$ cat src/rtl/acc_seq8_pkg.sv
// acc_seq8_pkg: shared state encoding and saturation limits for the accumulation stage
package acc_seq8_pkg;
  typedef enum logic [1:0] {IDLE, ACCUM, DONE} acc_state_t;
  localparam logic signed [7:0] SAT_POS = 8'sh7F;
  localparam logic signed [7:0] SAT_NEG = 8'sh80;
endpackage

$ cat src/rtl/acc_seq8_ctrl.sv
// acc_seq8_ctrl: sequencing FSM and beat counter for acc_seq8
module acc_seq8_ctrl
  import acc_seq8_pkg::*;
#(
  parameter int MAX_LEN = 16,
  parameter int CNT_W   = $clog2(MAX_LEN + 1)
) (
  input  logic             clk,
  input  logic             rst_n,
  input  logic             start,
  input  logic             in_valid,
  input  logic             in_last,
  input  logic             out_ready,
  output logic             in_ready,
  output logic             out_valid,
  output logic             launch,
  output logic             accept,
  output logic             finish,
  output logic [CNT_W-1:0] cnt_next
);
  acc_state_t       state_q;
  logic [CNT_W-1:0] cnt_q;
  logic             in_ready_q, out_valid_q;
  assign in_ready  = in_ready_q;
  assign out_valid = out_valid_q;
  assign launch    = (state_q == IDLE) & start;
  assign accept    = in_ready_q & in_valid;
  assign cnt_next  = cnt_q + 1'b1;
  assign finish    = accept & (in_last | (cnt_next == CNT_W'(MAX_LEN)));
  always_ff @(posedge clk or negedge rst_n) begin
    if (!rst_n) begin
      state_q     <= IDLE;
      cnt_q       <= '0;
      in_ready_q  <= 1'b0;
      out_valid_q <= 1'b0;
    end else begin
      case (state_q)
        IDLE: if (start) begin
          state_q    <= ACCUM;
          cnt_q      <= '0;
          in_ready_q <= 1'b1;
        end
        ACCUM: if (accept) begin
          cnt_q <= cnt_next;
          if (finish) begin
            state_q     <= DONE;
            in_ready_q  <= 1'b0;
            out_valid_q <= 1'b1;
          end
        end
        DONE: if (out_ready) begin
          state_q     <= IDLE;
          out_valid_q <= 1'b0;
        end
        default: state_q <= IDLE;
      endcase
    end
  end
endmodule

$ cat src/rtl/acc_seq8.sv
// acc_seq8: signed byte accumulator driving an external somador adder.
// Define ACC_SAT_EN to saturate the running sum on overflow instead of wrapping.
module acc_seq8
  import acc_seq8_pkg::*;
#(
  parameter int MAX_LEN = 16,
  parameter int CNT_W   = $clog2(MAX_LEN + 1)
) (
  input  logic             clk,
  input  logic             rst_n,
  input  logic             start,
  input  logic             in_valid,
  output logic             in_ready,
  input  logic [7:0]       in_data,
  input  logic             in_last,
  output logic [7:0]       add_a,
  output logic [7:0]       add_b,
  input  logic [7:0]       add_s,
  input  logic             add_flag,
  output logic             out_valid,
  input  logic             out_ready,
  output logic [7:0]       out_sum,
  output logic             out_ovf,
  output logic [CNT_W-1:0] out_count
);
  logic [7:0]       acc_q, acc_d, out_sum_q;
  logic             ovf_q, ovf_d, out_ovf_q;
  logic [CNT_W-1:0] out_count_q, cnt_next;
  logic             launch, accept, finish;
  acc_seq8_ctrl #(.MAX_LEN(MAX_LEN), .CNT_W(CNT_W)) u_ctrl (
    .clk(clk), .rst_n(rst_n), .start(start), .in_valid(in_valid), .in_last(in_last),
    .out_ready(out_ready), .in_ready(in_ready), .out_valid(out_valid), .launch(launch),
    .accept(accept), .finish(finish), .cnt_next(cnt_next)
  );
  assign add_a     = acc_q;
  assign add_b     = in_ready ? in_data : 8'h00;
  assign out_sum   = out_sum_q;
  assign out_ovf   = out_ovf_q;
  assign out_count = out_count_q;
  always_comb begin
    acc_d = launch ? 8'h00 : accept ? add_s : acc_q;
`ifdef ACC_SAT_EN
    if (accept && !add_flag) acc_d = in_data[7] ? SAT_NEG : SAT_POS;
`endif
    ovf_d = launch ? 1'b0 : ovf_q | (accept & ~add_flag);
  end
  always_ff @(posedge clk or negedge rst_n) begin
    if (!rst_n) begin
      acc_q       <= '0;
      ovf_q       <= 1'b0;
      out_sum_q   <= '0;
      out_ovf_q   <= 1'b0;
      out_count_q <= '0;
    end else begin
      acc_q <= acc_d;
      ovf_q <= ovf_d;
      if (finish) begin
        out_sum_q   <= acc_d;
        out_ovf_q   <= ovf_d;
        out_count_q <= cnt_next;
      end
    end
  end
endmodule

$ cat config.mk
export PLATFORM = sky130hd
export DESIGN_NAME = acc_seq8
export DESIGN_NICKNAME = d
export VERILOG_FILES = /design/src/rtl/acc_seq8_pkg.sv /design/src/rtl/acc_seq8_ctrl.sv /design/src/rtl/acc_seq8.sv
export SDC_FILE = /design/constraint.sdc
export NUM_CORES = 1
export LEC_CHECK = 0
export CAP_MARGIN = 20
export CELL_PAD_IN_SITES_DETAIL_PLACEMENT = 1
export CELL_PAD_IN_SITES_GLOBAL_PLACEMENT = 1
export CORE_UTILIZATION = 35
export DETAILED_ROUTE_END_ITERATION = 12
export PLACE_DENSITY = 0.83
export SETUP_SLACK_MARGIN = 0.4
export SLEW_MARGIN = 20
export SYNTH_ARGS = -nofsm -noshare
export SYNTH_HDL_FRONTEND = slang
export SYNTH_HIERARCHICAL = 1
export SYNTH_SLANG_ARGS = --single-unit
export TNS_END_PERCENT = 5
$ cat constraint.sdc
create_clock -name clk -period 6 [get_ports clk]
set_input_delay 1.2 -clock clk [delete_from_list [all_inputs] [get_ports clk]]
set_output_delay 1.2 -clock clk [all_outputs]
set_load 0.02 [all_outputs]
==> results of run 1 <==
## metal layers
layer | wire [um] | vias to the layer above
li1 | - | 559
met1 | 1601 | 599
met2 | 2069 | 19
met3 | 99 | 7
met4 | 82 | 0
met5 | 0 | -
## worst min path at each step
stage | from | to | cells past startpoint
after floorplan | ovf_q$_DFF_PN0_ | ovf_q$_DFF_PN0_ | 2
after global placement | ovf_q$_DFF_PN0_ | ovf_q$_DFF_PN0_ | 2
after detailed placement | ovf_q$_DFF_PN0_ | ovf_q$_DFF_PN0_ | 2
after CTS | ovf_q$_DFF_PN0_ | ovf_q$_DFF_PN0_ | 2
after global routing | ovf_q$_DFF_PN0_ | ovf_q$_DFF_PN0_ | 2
final | ovf_q$_DFF_PN0_ | ovf_q$_DFF_PN0_ | 2
## synth_stat cells (all sizes together)
cell type	number
buf	5
a211o	1
dfrtp	32
a31o	1
a21oi	3
and4b	1
mux2	5
nor3b	2
a21o	1
a311o	1
o22ai	9
inv	14
or2b	1
xor2	1
xnor2	2
nand2	7
a32oi	1
a22o	4
o21ai	2
nand3	2
clkbuf	1
o211ai	1
and2	8
nor2	12
a2111oi	1
ha	2
mux2i	9
nand2b	3
## area by class of cell
type,instances,share of cell area [%]
inverters,14,2.425
clock inverters,2,1.617
clock buffers,6,3.349
flip-flops and latches,32,36.95
multi-input cells,80,27.14
well taps,50,2.887
repair buffers,56,25.64
## worst max-delay path, delay by kind of cell
| family | cells | cell delay (ns) |
|---|---|---|
| buffers and inverters | 2 | 1.07 |
| AND/OR/NAND/NOR | 1 | 0.14 |
## cell families (layout without fill, tap and decap cells)
logic type      count (synthesis)  count (layout)  synth area share [%]
flops                          32              32                 53.47
buf+inv                        20              78                 7.268
mux                            14              14                 10.28
compound gates                 25              25                 12.36
xor+xnor                        3               3                 1.755
fa+ha+maj                       2               2                 1.671
simple gates                   36              36                 13.20
## through the flow
step           power [W]  hold slack (ns)  area, um^2  util (%)
6_report        0.001110           0.4933        2167     53.41
5_1_grt         0.001176           0.5256        2167     53.41
4_1_cts         0.001126           0.4947        2167     53.41
3_5_place_dp   0.0009198           0.4780        2059     50.76
3_3_place_gp   0.0008903           0.4608        2059     50.76
2_1_floorplan  0.0006775           0.4501        1498         -
## sequential cells by signal, summed over array words and instances, names as in the netlist
register / cells
ovf_q: 1
u_ctrl/in_ready: 1
out_sum: 8
out_count: 5
u_ctrl/state_q: 2
u_ctrl/cnt_q: 5
u_ctrl/out_valid: 1
out_ovf: 1
add_a: 8
## report_power, final
| group | switching, W | internal (W) |
|---|---|---|
| clock | 0.0000764 | 0.000123 |
| combinational | 0.000273 | 0.000260 |
| sequential | 0.0000715 | 0.000306 |
| total | 0.000421 | 0.000689 |
==> Implementation_results.wiki, run 1 <==
{| class="wikitable"
! Metric !! Value
|-
| Post-synth top area share || 53.47%
|-
| Hpwl dp || 2889 um
|-
| Antenna violations before repair || 0
|-
| Leftover overflow at the end of global routing || 0
|-
| Count of pins on the block boundary || 55
|-
| Cell Count, Final, Fillers Out || 240
|-
| GR met2 Demand/Resource || 31.62%
|-
| Most frequent cells in the layout || 54 x clkdlybuf4s50_1, 32 x dfrtp_1, 14 x inv_1
|-
| Drt pass-1 iters || 4
|-
| Clock latency on the worst-skew pair || 0.28 ns
|-
| Number of storage elements in the synthesis netlist || 32
|-
| First-iteration detailed-routing DRC count || 17
|-
| R2r startpoint || u_ctrl/cnt_q[0]$_DFFE_PN0P_
|-
| Sequential-to-total area share from yosys stat || 53.47%
|-
| Quantity of hold-fixing buffers added after cts || 0
|-
| Total number of nets in the final design || 214
|-
| Buffers on Ports || 54
|-
| Row cnt || 23
|-
| Routability Congestion || 0.8092
|-
| Longest individual stage delay on the worst path || 0.60 ns
|-
| Total count of hold-check failures in the final report || 0
|-
| Worst path cell trace || clkdlybuf4s50_1 -> and2_1 -> clkdlybuf4s50_1
|-
| Number of CTS-inserted buffers || 5
|-
| Part of the cycle the worst path needs || 60.19%
|-
| Wire length per cell after detailed routing || 16.05 um
|-
| Max FO, Critical Path || 1
|-
| Number of buffers inserted to repair setup after CTS || 0
|-
| Worst reg2reg path depth || 8
|-
| Pwr dens || 512.3 mW/mm^2
|-
| Slew at the pin closest to its max-slew limit || 0.9853 ns
|-
| Starting density of the core || 36.91%
|-
| TritonCTS sink count || 32
|-
| Worst Setup Path Type || primary input to output port
|-
| Layout Skew || 0.008158 ns
|-
| Level count of the clock H-tree || 2
|-
| TritonCTS clock tree || done
|-
| Die area || 0.004545 mm^2
|-
| Post-synthesis net count || 157
|-
| Final max-slew violation count || 0
|-
| Share of cells above drive strength 1 || 11.05%
|-
| Syn avg cell area || 11.35 um^2
|-
| Worst relative slew slack || 34.02%
|-
| Hold crit path type || flop to flop
|-
| Max-capacitance violation count || 0
|-
| Maximum number of pins on one net before global-route repair || 33
|-
| Final worst slack || 2.389 ns
|-
| Top area cells in the synthesized netlist || dfrtp_1 53%, mux2i_1 5.3%, o22ai_1 3.8%
|-
| Crit path time final || 3.611 ns
|-
| Worst path slowest cell || clkdlybuf4s50_1
|-
| Total number of yosys warnings || 6
|-
| Worst setup path startpoint || in_data[5]
|-
| Met3 Resource Use GR || 3.547%
|-
| Chip width || 67.42 um
|-
| Synth-to-Final Area Change || 44.70%
|-
| Type of element launching the critical path || primary input
|-
| Number of cells produced by synthesis || 132
|-
| Setup slack after placement || 2.384 ns
|-
| Count of unique library cells instantiated by Yosys || 35
|-
| Antenna-violating nets left || 0
|-
| Ratio of routed vias to standard cells || 4.933
|-
| Drt drc || 0
|-
| Area inside the core boundary || 0.004058 mm^2
|-
| Most prevalent standard cell on the critical path || clkdlybuf4s50_1
|-
| Reg-to-reg setup timing slack || 3.54 ns
|-
| PostCTS Resize Cnt || 0
|-
| Global Route met1 Usage || 23.07%
|-
| Register area || 800.8 um^2
|-
| Element type at the critical path end || output port
|-
| Clk slew on worst S/H paths || 0.07 ns
|-
| Endpoints failing setup || 0
|-
| Die outline height || 67.42 um
|-
| Routed wire length || 3853 um
|-
| Leakage power || 0.9665 nW
|-
| Multi-input logic area || 588.1 um^2
|-
| Via count of the first global-routing pass || 1256
|-
| Root buffer cell || clkbuf_8
|-
| Global-route usage over all layers || 18.88%
|-
| Vias after detailed routing || 1184
|-
| Mapped Area || 0.001498 mm^2
|-
| Cell taking the most area after synthesis || dfrtp_1
|-
| Number of buffers on the longest clock path || 2
|-
| Placed cell count || 232
|-
| Sum Neg Setup Slack || 0 ns
|-
| Destination of the worst register-to-register timing path || out_sum[6]$_DFFE_PN0P_
|-
| Critical Path AT || 2.41 ns
|-
| Worst vdd ir || 0.0002158 V
|-
| Required @ worst endpoint || 4.80 ns
|-
| Antenna diode count || 0
|-
| Top Usage Layer GRT || met2
|-
| Unrepaired setup endpoints after global routing || no
|-
| Worst Setup EP || add_b[5]
|-
| Highest clock rate || 0.2769 GHz
|-
| Commonest non-fill, non-tap cell in the layout || clkdlybuf4s50_1
|-
| Number of fill cells || 448
|-
| Wire length of the first global-routing pass || 6141 um
|-
| Result of the run || finished, final reports clean
|}
(Power assumes the default switching activity.)
==> run 2: changes to the inputs <==
- CORE_UTILIZATION: 35 -> 33
- PLACE_DENSITY: 0.83 -> 0.79
- clock period: 6 -> 3.5 ns (I/O delays scaled with it)
==> Implementation_results.wiki, run 2 (same netlist as run 1, synthesis figures left out) <==
{| class="wikitable"
! Metric !! Value
|-
| Element type at the critical path end || output port
|-
| Number of buffers inserted to repair setup after CTS || 0 (unchanged)
|-
| Top delay family on crit path || buffers and inverters
|-
| Max-capacitance violation count || 0 (unchanged)
|-
| Row cnt || 24 (+4.3%)
|-
| Longest individual stage delay on the worst path || 0.60 ns (about the same)
|-
| Count of pins on the block boundary || 55 (unchanged)
|-
| Most frequent cells in the layout || 54 x clkdlybuf4s50_1, 32 x dfrtp_1, 14 x inv_1
|-
| Number of cells on the worst hold path || 1 (-1)
|-
| Leftover overflow at the end of global routing || 0 (unchanged)
|-
| Portion of total power attributed to the clock network || 13.7% (-4.3 points)
|-
| Required @ worst endpoint || 2.80 ns (-2.00 ns)
|-
| Wire length of the first global-routing pass || 6127 um (-0.23%)
|-
| Worst relative slew slack || 58.31% (+24 points)
|-
| Most prevalent standard cell on the critical path || clkdlybuf4s50_1
|-
| Number of buffer and inverter instances along the worst setup path || 2 (unchanged)
|-
| Final max-slew violation count || 0 (unchanged)
|-
| Hpwl dp || 2699 um (-6.6%)
|-
| End-of-flow core utilization || 49.11% (-4.3 points)
|-
| Fraction of power consumed by combinational cells || 50.6% (+2.5 points)
|-
| Sum Neg Setup Slack || 0 ns (unchanged)
|-
| Clock latency on the worst-skew pair || 0.28 ns (about the same)
|-
| Die area || 0.004812 mm^2 (+5.9%)
|-
| Clk slew on worst S/H paths || 0.06 ns (about the same)
|-
| Endpoint with the worst hold slack || out_count[4]$_DFFE_PN0P_
|-
| Number of CTS-inserted buffers || 5 (unchanged)
|-
| Maximum number of pins on one net before global-route repair || 33 (unchanged)
|-
| Type of element launching the critical path || primary input
|-
| Vias after detailed routing || 1214 (+2.5%)
|-
| Drt pass-1 iters || 4 (unchanged)
|-
| R2r startpoint || u_ctrl/cnt_q[0]$_DFFE_PN0P_
|-
| Synth-to-Final Area Change || 42.77%
|-
| Reg-to-reg setup timing slack || 1.09 ns (-2.45 ns)
|-
| Antenna-violating nets left || 0 (unchanged)
|-
| Endpoints failing setup || 0 (unchanged)
|-
| Starting density of the core || 34.40% (-2.5 points)
|-
| Sequential power share || 35.7% (+1.7 points)
|-
| Commonest non-fill, non-tap cell in the layout || clkdlybuf4s50_1
|-
| Placed inst area || 0.002069 mm^2 (+0.49%)
|-
| Internal Dissipation || 0.001102 W (+60%)
|-
| Worst reg2reg path depth || 8 (unchanged)
|-
| Worst Min Path Start || out_count[4]$_DFFE_PN0P_
|-
| Drt drc || 0 (unchanged)
|-
| Routed wire length || 3622 um (-6.0%)
|-
| Routability Congestion || 0.8169 (+0.95%)
|-
| Ratio of routed vias to standard cells || 5.058 (+2.5%)
|-
| Total count of hold-check failures in the final report || 0 (unchanged)
|-
| Unrepaired setup endpoints after global routing || no
|-
| Max FO, Critical Path || 1 (unchanged)
|-
| Global-route usage over all layers || 16.49% (-2.4 points)
|-
| Leakage power || 0.9525 nW (-1.4%)
|-
| Number of buffers on the longest clock path || 2 (unchanged)
|-
| Hold crit path type || flop to flop
|-
| Final std cell area, no fill || 0.002138 mm^2 (-1.3%)
|-
| Crit path time final || 2.578 ns
|-
| Total number of nets in the final design || 215 (+0.47%)
|-
| Switching share of power || 38.97% (+1.0 points)
|-
| Critical Path AT || 1.88 ns (-0.53 ns)
|-
| Area inside the core boundary || 0.004354 mm^2 (+7.3%)
|-
| Highest clock rate || 0.3880 GHz
|-
| Level count of the clock H-tree || 2 (unchanged)
|-
| Worst path slowest cell || clkdlybuf4s50_1
|-
| Pwr dens || 844.9 mW/mm^2 (+65%)
|-
| Antenna violations before repair || 0 (unchanged)
|-
| Destination of the worst register-to-register timing path || out_sum[0]$_DFFE_PN0P_
|-
| TritonCTS clock tree || done
|-
| Part of the cycle the worst path needs || 73.64%
|-
| Quantity of hold-fixing buffers added after cts || 0 (unchanged)
|-
| Buffers on Ports || 54 (unchanged)
|-
| Result of the run || finished, final reports clean
|-
| TritonCTS sink count || 32 (unchanged)
|-
| Via count of the first global-routing pass || 1336 (+6.4%)
|-
| Antenna diode count || 0 (unchanged)
|-
| Worst vdd ir || 0.0003423 V (+59%)
|-
| Worst path cell trace || clkdlybuf4s50_1 -> and2_1 -> clkdlybuf4s50_1
|-
| Root buffer cell || clkbuf_8
|-
| Layout Skew || 0.003784 ns (-0.004374 ns)
|-
| Share of cells above drive strength 1 || 10.64% (-0.41 points)
|-
| Net switching component of the power || 0.0007041 W (+67%)
|-
| PostCTS Resize Cnt || 0 (unchanged)
|-
| Worst path depth || 3 (unchanged)
|-
| Chip width || 69.37 um (+2.9%)
|-
| First-iteration detailed-routing DRC count || 26 (+9)
|-
| Worst Setup Path Type || primary input to output port
|-
| Wire length per cell after detailed routing || 15.09 um (-6.0%)
|-
| Slew at the pin closest to its max-slew limit || 0.6231 ns (-0.3622 ns)
|-
| Die outline height || 69.37 um (+2.9%)
|}
-- run 2: cell types whose count changed in the layout (fill, tap and decap cells not counted), sizes merged --
cell	before	now
clkbuf	6	5
bufinv	1	0
clkinv	1	0
buf	2	3
-- run 2: per-layer routing --
metal,global-route usage (%),vias up,wire length (um)
li1,-,562,-
met1,17.98,604,1493
met2,28.59,41,1833
met3,4.942,7,217
met4,8.844,0,77
met5,0,-,0
-- run 2: worst max-delay path by stage --
stage	end	slack, ns	from
global route	out_sum[0]$_DFFE_PN0P_	0.86	u_ctrl/cnt_q[0]$_DFFE_PN0P_
floorplan	out_count[3]$_DFFE_PN0P_	1.59	u_ctrl/cnt_q[0]$_DFFE_PN0P_
CTS	add_b[0]	0.91	in_data[0]
global placement	add_b[0]	0.92	in_data[0]
detailed placement	add_b[0]	0.91	in_data[0]
finish	add_b[0]	0.92	in_data[0]
-- run 2: power groups by stage --
stage	registers, W	clock network, W	logic (W)
after CTS	0.000648	0.000259	0.000924
after floorplan	0.000777	0	0.000385
after global placement	0.000642	0	0.000889
after global routing	0.000669	0.000269	0.000981
final	0.000644	0.000248	0.000914
after detailed placement	0.000654	0	0.000918
-- run 2: layout make-up --
class                   instances  area [um^2]
fillers                       484         2216
flip-flops and latches         32        800.8
multi-input cells              80        588.1
repair buffers                 57        563.0
clock buffers                   5        68.82
well taps                      52        65.06
inverters                      14        52.55
-- run 2: through the flow --
step / power (W) / setup WS (ns) / hold slack, ns / std cells
finish: 0.001807 / 0.9225 / 0.5042 / 240
detailed placement: 0.001571 / 0.9124 / 0.4968 / 235
CTS: 0.001831 / 0.9063 / 0.5104 / 240
floorplan: 0.001161 / 1.594 / 0.4044 / 132
global placement: 0.001531 / 0.9187 / 0.4623 / 235
global route: 0.001919 / 0.8630 / 0.5291 / 240
==> run 3: changes to the inputs <==
- CORE_UTILIZATION: 33 -> 30
- PLACE_DENSITY: 0.79 -> 0.76
- clock period: 3.5 -> 2.1 ns (I/O delays scaled with it)
==> Implementation_results.wiki, run 3 (same netlist as run 1, synthesis figures left out) <==
{| class="wikitable"
! Metric !! Value
|-
| TritonCTS clock tree || done
|-
| Slew at the pin closest to its max-slew limit || 0.4113 ns (-0.2118 ns)
|-
| Drt pass-1 iters || 4 (unchanged)
|-
| Wire length of the first global-routing pass || 6665 um (+8.8%)
|-
| Element type at the critical path end || flop
|-
| Setup slack after placement || 0.07095 ns (-0.8414 ns)
|-
| Antenna-violating nets left || 0 (unchanged)
|-
| Total count of hold-check failures in the final report || 0 (unchanged)
|-
| Portion of total power attributed to the clock network || 17.8% (+4.1 points)
|-
| Final worst slack || 0.3232 ns (-0.5993 ns)
|-
| Highest clock rate || 0.5628 GHz
|-
| Row cnt || 25 (+4.2%)
|-
| Area inside the core boundary || 0.004755 mm^2 (+9.2%)
|-
| Unrepaired setup endpoints after global routing || yes
|-
| Count of pins on the block boundary || 55 (unchanged)
|-
| Hpwl dp || 2784 um (+3.2%)
|-
| Worst Setup Path Type || flop to flop
|-
| Net switching component of the power || 0.001243 W (+77%)
|-
| R2r startpoint || u_ctrl/cnt_q[0]$_DFFE_PN0P_
|-
| Number of CTS-inserted buffers || 5 (unchanged)
|-
| Number of fill cells || 526 (+8.7%)
|-
| Worst path slowest cell || dfrtp_2
|-
| First-iteration detailed-routing DRC count || 62 (+140%)
|-
| Drt drc || 0 (unchanged)
|-
| Global-route usage over all layers || 16.50% (about the same)
|-
| Clock latency on the worst-skew pair || 0.27 ns (about the same)
|-
| Hold crit path type || flop to flop
|-
| Buffers on Ports || 54 (unchanged)
|-
| Longest individual stage delay on the worst path || 0.45 ns (-0.15 ns)
|-
| Wire length per cell after detailed routing || 14.63 um (-3.1%)
|-
| Max-capacitance violation count || 0 (unchanged)
|-
| Die outline height || 72.66 um (+4.7%)
|-
| Antenna violations before repair || 0 (unchanged)
|-
| Starting density of the core || 31.50% (-2.9 points)
|-
| Tightest hold margin || 0.4861 ns (-0.01807 ns)
|-
| Worst reg2reg path depth || 7 (-1)
|-
| Ratio of routed vias to standard cells || 4.718 (-6.7%)
|-
| Part of the cycle the worst path needs || 84.61%
|-
| Destination of the worst register-to-register timing path || out_count[4]$_DFFE_PN0P_
|-
| Final std cell area, no fill || 0.002305 mm^2 (+7.8%)
|-
| Share of cells above drive strength 1 || 20.60% (+10 points)
|-
| Placed inst area || 0.002128 mm^2 (+2.8%)
|-
| Routability Congestion || 0.7902 (-3.3%)
|-
| Synth-to-Final Area Change || 53.88%
|-
| Quantity of hold-fixing buffers added after cts || 0 (unchanged)
|-
| Worst Setup EP || out_count[4]$_DFFE_PN0P_
|-
| Switching share of power || 38.27% (-0.70 points)
|-
| Clk slew on worst S/H paths || 0.07 ns (about the same)
|-
| Required @ worst endpoint || 2.26 ns (-0.54 ns)
|-
| Endpoints failing setup || 0 (unchanged)
|-
| Worst vdd ir || 0.0007034 V (+110%)
|-
| Level count of the clock H-tree || 2 (unchanged)
|-
| Type of element launching the critical path || flop
|-
| Root buffer cell || clkbuf_8
|-
| Worst setup path startpoint || u_ctrl/cnt_q[0]$_DFFE_PN0P_
|-
| Crit path time final || 1.777 ns
|-
| Total number of nets in the final design || 223 (+3.7%)
|-
| Routed wire length || 3891 um (+7.4%)
|-
| Result of the run || finished, final reports clean
|-
| Critical Path AT || 1.93 ns (+0.05 ns)
|-
| Reg-to-reg setup timing slack || 0.32 ns (-0.77 ns)
|-
| Final max-slew violation count || 0 (unchanged)
|-
| Maximum number of pins on one net before global-route repair || 33 (unchanged)
|-
| Chip width || 72.66 um (+4.7%)
|-
| Worst path cell trace || ha_4 -> nor3b_4 -> a31o_1 -> a21oi_2 -> nor2_2 -> buf_6 -> mux2_2
|-
| Total power consumption of the routed design || 0.003248 W (+80%)
|-
| Number of buffers on the longest clock path || 2 (unchanged)
|-
| Leakage power || 1.027 nW (+7.8%)
|-
| Internal Dissipation || 0.002005 W (+82%)
|-
| Die area || 0.005279 mm^2 (+9.7%)
|-
| Antenna diode count || 0 (unchanged)
|-
| Sum Neg Setup Slack || 0 ns (unchanged)
|-
| Layout Skew || 0.006329 ns (+0.002545 ns)
|-
| Commonest non-fill, non-tap cell in the layout || clkdlybuf4s50_1
|-
| Most frequent cells in the layout || 46 x clkdlybuf4s50_1, 28 x dfrtp_1, 14 x inv_1
|-
| Pwr dens || 1409 mW/mm^2 (+67%)
|-
| Fraction of power consumed by combinational cells || 48.3% (-2.3 points)
|-
| Vias after detailed routing || 1255 (+3.4%)
|-
| Sequential power share || 33.9% (-1.8 points)
|-
| Via count of the first global-routing pass || 1418 (+6.1%)
|-
| Leftover overflow at the end of global routing || 0 (unchanged)
|-
| TritonCTS sink count || 32 (unchanged)
|-
| Max FO, Critical Path || 6 (+5)
|-
| Worst relative slew slack || 72.58% (+14 points)
|}
## run 3: stage by stage
step | util (%) | std cells
floorplan | - | 132
global placement | 44.76 | 253
detailed placement | 44.76 | 253
CTS | 48.34 | 266
global route | 48.47 | 266
finish | 48.47 | 266
## run 3: layout make-up
class	instances	area (um^2)	area share, %
Tap cell	67	83.83	3.637
Multi-Input combinational cell	80	634.4	27.52
Clock inverter	3	42.54	1.846
Inverter	14	52.55	2.280
Timing Repair Buffer	65	616.8	26.76
Clock buffer	5	68.82	2.986
Sequential cell	32	805.8	34.96
## run 3: timing repair
item | in CTS | in global routing
setup endpoints to repair | 23 | 36
gates resized for setup | 17 | 2
buffers inserted | 5 | 0
gates cloned | 0 | 0
pin swaps | 2 | 0
## run 3: routing by layer
metal	vias up	part of all wire [%]	GRT usage (%)
met5	-	0	0
met4	0	2.2	8.497
met3	6	5.8	3.729
met2	50	49	27.52
met1	619	43	20.00
li1	580	-	-
## run 3: power groups by stage
stage | Combinational, W | Clock, W | Sequential, W
after CTS | 0.00158 | 0.000596 | 0.00111
after detailed placement | 0.00155 | 0 | 0.00110
after floorplan | 0.000646 | 0 | 0.00130
final | 0.00157 | 0.000578 | 0.00110
after global routing | 0.00169 | 0.000626 | 0.00115
after global placement | 0.00151 | 0 | 0.00108
## run 3: worst max-delay path, delay by kind of cell (launching register included)
family / cells / cell delay [ns]
buf+inv: 1 / 0.15
mux: 1 / 0.33
flops: 1 / 0.45
fa+ha+maj: 1 / 0.18
compound gates: 2 / 0.25
simple gates: 2 / 0.30
## run 3: worst min path at each step
stage                             start                  endpoint  slack, ns  cells past startpoint
2_1_floorplan                     rst_n        add_a[0]$_DFF_PN0_       0.12                      0
3_3_place_gp            ovf_q$_DFF_PN0_           ovf_q$_DFF_PN0_       0.47                      2
3_5_place_dp            ovf_q$_DFF_PN0_           ovf_q$_DFF_PN0_       0.48                      2
4_1_cts                 ovf_q$_DFF_PN0_           ovf_q$_DFF_PN0_       0.49                      2
5_1_grt        out_count[0]$_DFFE_PN0P_  out_count[0]$_DFFE_PN0P_       0.54                      1
6_report                ovf_q$_DFF_PN0_           ovf_q$_DFF_PN0_       0.49                      2
==> RTL edit: new RTL, flow settings as in run 2 <==
`MAX_LEN` is set to 16 in 2 places; all go to 8.
--- a/src/rtl/acc_seq8_ctrl.sv
+++ b/src/rtl/acc_seq8_ctrl.sv
@@ -3,5 +3,5 @@
   import acc_seq8_pkg::*;
 #(
-  parameter int MAX_LEN = 16,
+  parameter int MAX_LEN = 8,
   parameter int CNT_W   = $clog2(MAX_LEN + 1)
 ) (
--- a/src/rtl/acc_seq8.sv
+++ b/src/rtl/acc_seq8.sv
@@ -4,5 +4,5 @@
   import acc_seq8_pkg::*;
 #(
-  parameter int MAX_LEN = 16,
+  parameter int MAX_LEN = 8,
   parameter int CNT_W   = $clog2(MAX_LEN + 1)
 ) (
Ports: changed (resized out_count); port bits go from 55 to 54. The function was not compared with the original's and may differ.
==> RTL edit against run 2 <==
Count of clock-buffer cells in the layout increased by 2; synthesized area decreased by 3.7%; design area decreased by 2.0%; total power is 1.2% higher; hold slack worse by 6.6 ps; sequential power is 4.2% lower; routed wire length rose by 2.4%; sequential cell count decreased by 2; setup slack got worse by 35 ps; clock skew about the same.
==> RTL edit: results (changes against run 2) <==
\begin{tabular}{lr}
\hline
Metric & Value \\
\hline
\multicolumn{2}{l}{\textbf{Synth}} \\
\quad Mean post-synth cell area & 11.8 um\^{}2 (+4.2\%) \\
\quad Synth cell count leaders & dfrtp\_1 (30), inv\_1 (14), nor2\_1 (11) \\
\quad Share of the synthesized area in compound gates (AO/OA/AOI/OAI) & 15.8\% (+3.4 points) \\
\quad Nets in the synthesized netlist & 146 (-7.0\%) \\
\quad Xor and xnor fraction of the mapped netlist area & 1.21\% (-0.54 points) \\
\quad Multiplexer share of the synthesized area & 10.4\% (+0.13 points) \\
\quad Sequential area share after synthesis & 52.0\% (-1.4 points) \\
\multicolumn{2}{l}{\textbf{Timing}} \\
\quad Minimum hold slack & 498 ps (-6.58 ps) \\
\quad Remaining max-slew budget at the tightest pin & 62.1\% (+3.8 points) \\
\multicolumn{2}{l}{\textbf{Outcome}} \\
\quad Result of the run & finished, final reports clean \\
\multicolumn{2}{l}{\textbf{Cells and area}} \\
\quad Number of buffers outside the clock class in the layout & 56 (-1.8\%) \\
\quad FF+latch area & 751 um\^{}2 (-6.3\%) \\
\quad Sequential cell area share & 35.8\% (-1.6 points) \\
\quad Clock-cell share of area & 4.36\% (+1.1 points) \\
\quad Post-layout nets & 203 (-5.6\%) \\
\quad Count of clock-net buffers in the final layout & 7 (+2) \\
\quad Data-path buffer share of cell area in the final layout & 26.4\% (+0.057 points) \\
\quad Multi-input combinational gate total & 72 (-10\%) \\
\multicolumn{2}{l}{\textbf{Setup path}} \\
\quad Arrival time at the worst endpoint & 1910 ps (+30 ps) \\
\quad Path depth of the worst reg2reg path & 5 (-3) \\
\multicolumn{2}{l}{\textbf{Drt}} \\
\quad Via-to-Cell Ratio & 4.88 (-3.6\%) \\
\quad Total Wirelength & 3.71 mm (+2.4\%) \\
\multicolumn{2}{l}{\textbf{Power}} \\
\quad Logic power comb & 0.000920 W (+0.7\%) \\
\multicolumn{2}{l}{\textbf{Place}} \\
\quad Placed inst area & 2000 um\^{}2 (-3.1\%) \\
\quad Half-perimeter wire length after placement & 2.77 mm (+2.7\%) \\
\multicolumn{2}{l}{\textbf{Hold path}} \\
\quad Worst Min Path Start & ovf\_q \\
\quad Hold Path Depth & 2 (+1) \\
\hline
\end{tabular}
RTL edit: changes by cell type after synthesis, sizes merged, moves of 2 or more:
cell and delta:
a22o -2, nand2b -2, dfrtp -2, o2111ai +2, nand2 -5
RTL edit: metal layers:
metal / routed length (um) / GRT usage (%) / vias to the layer above / part of all wire (%)
met4: 66 / 7.03 / 0 / 1.8
met2: 2040 / 32.2 / 19 / 55
met5: 0 / 0 / - / 0
li1: - / - / 530 / -
met3: 93 / 4.00 / 5 / 2.5
met1: 1510 / 21.3 / 568 / 41
RTL edit: worst max path at each step:
stage | start | endpoint
floorplan | u_ctrl/cnt_q[1] | out_count[2]
global placement | in_data[0] | add_b[0]
detailed placement | in_data[0] | add_b[0]
CTS | in_data[0] | add_b[0]
global route | in_data[0] | add_b[0]
finish | in_data[0] | add_b[0]
RTL edit: worst register-to-register path: cells and delay by family (launching register included):
family	cells	cell delay, ps
flip-flops	1	450
buffers and inverters	1	290
AO/OA/AOI/OAI	2	620
adder cells (fa/ha/maj)	1	310
multiplexers	1	350
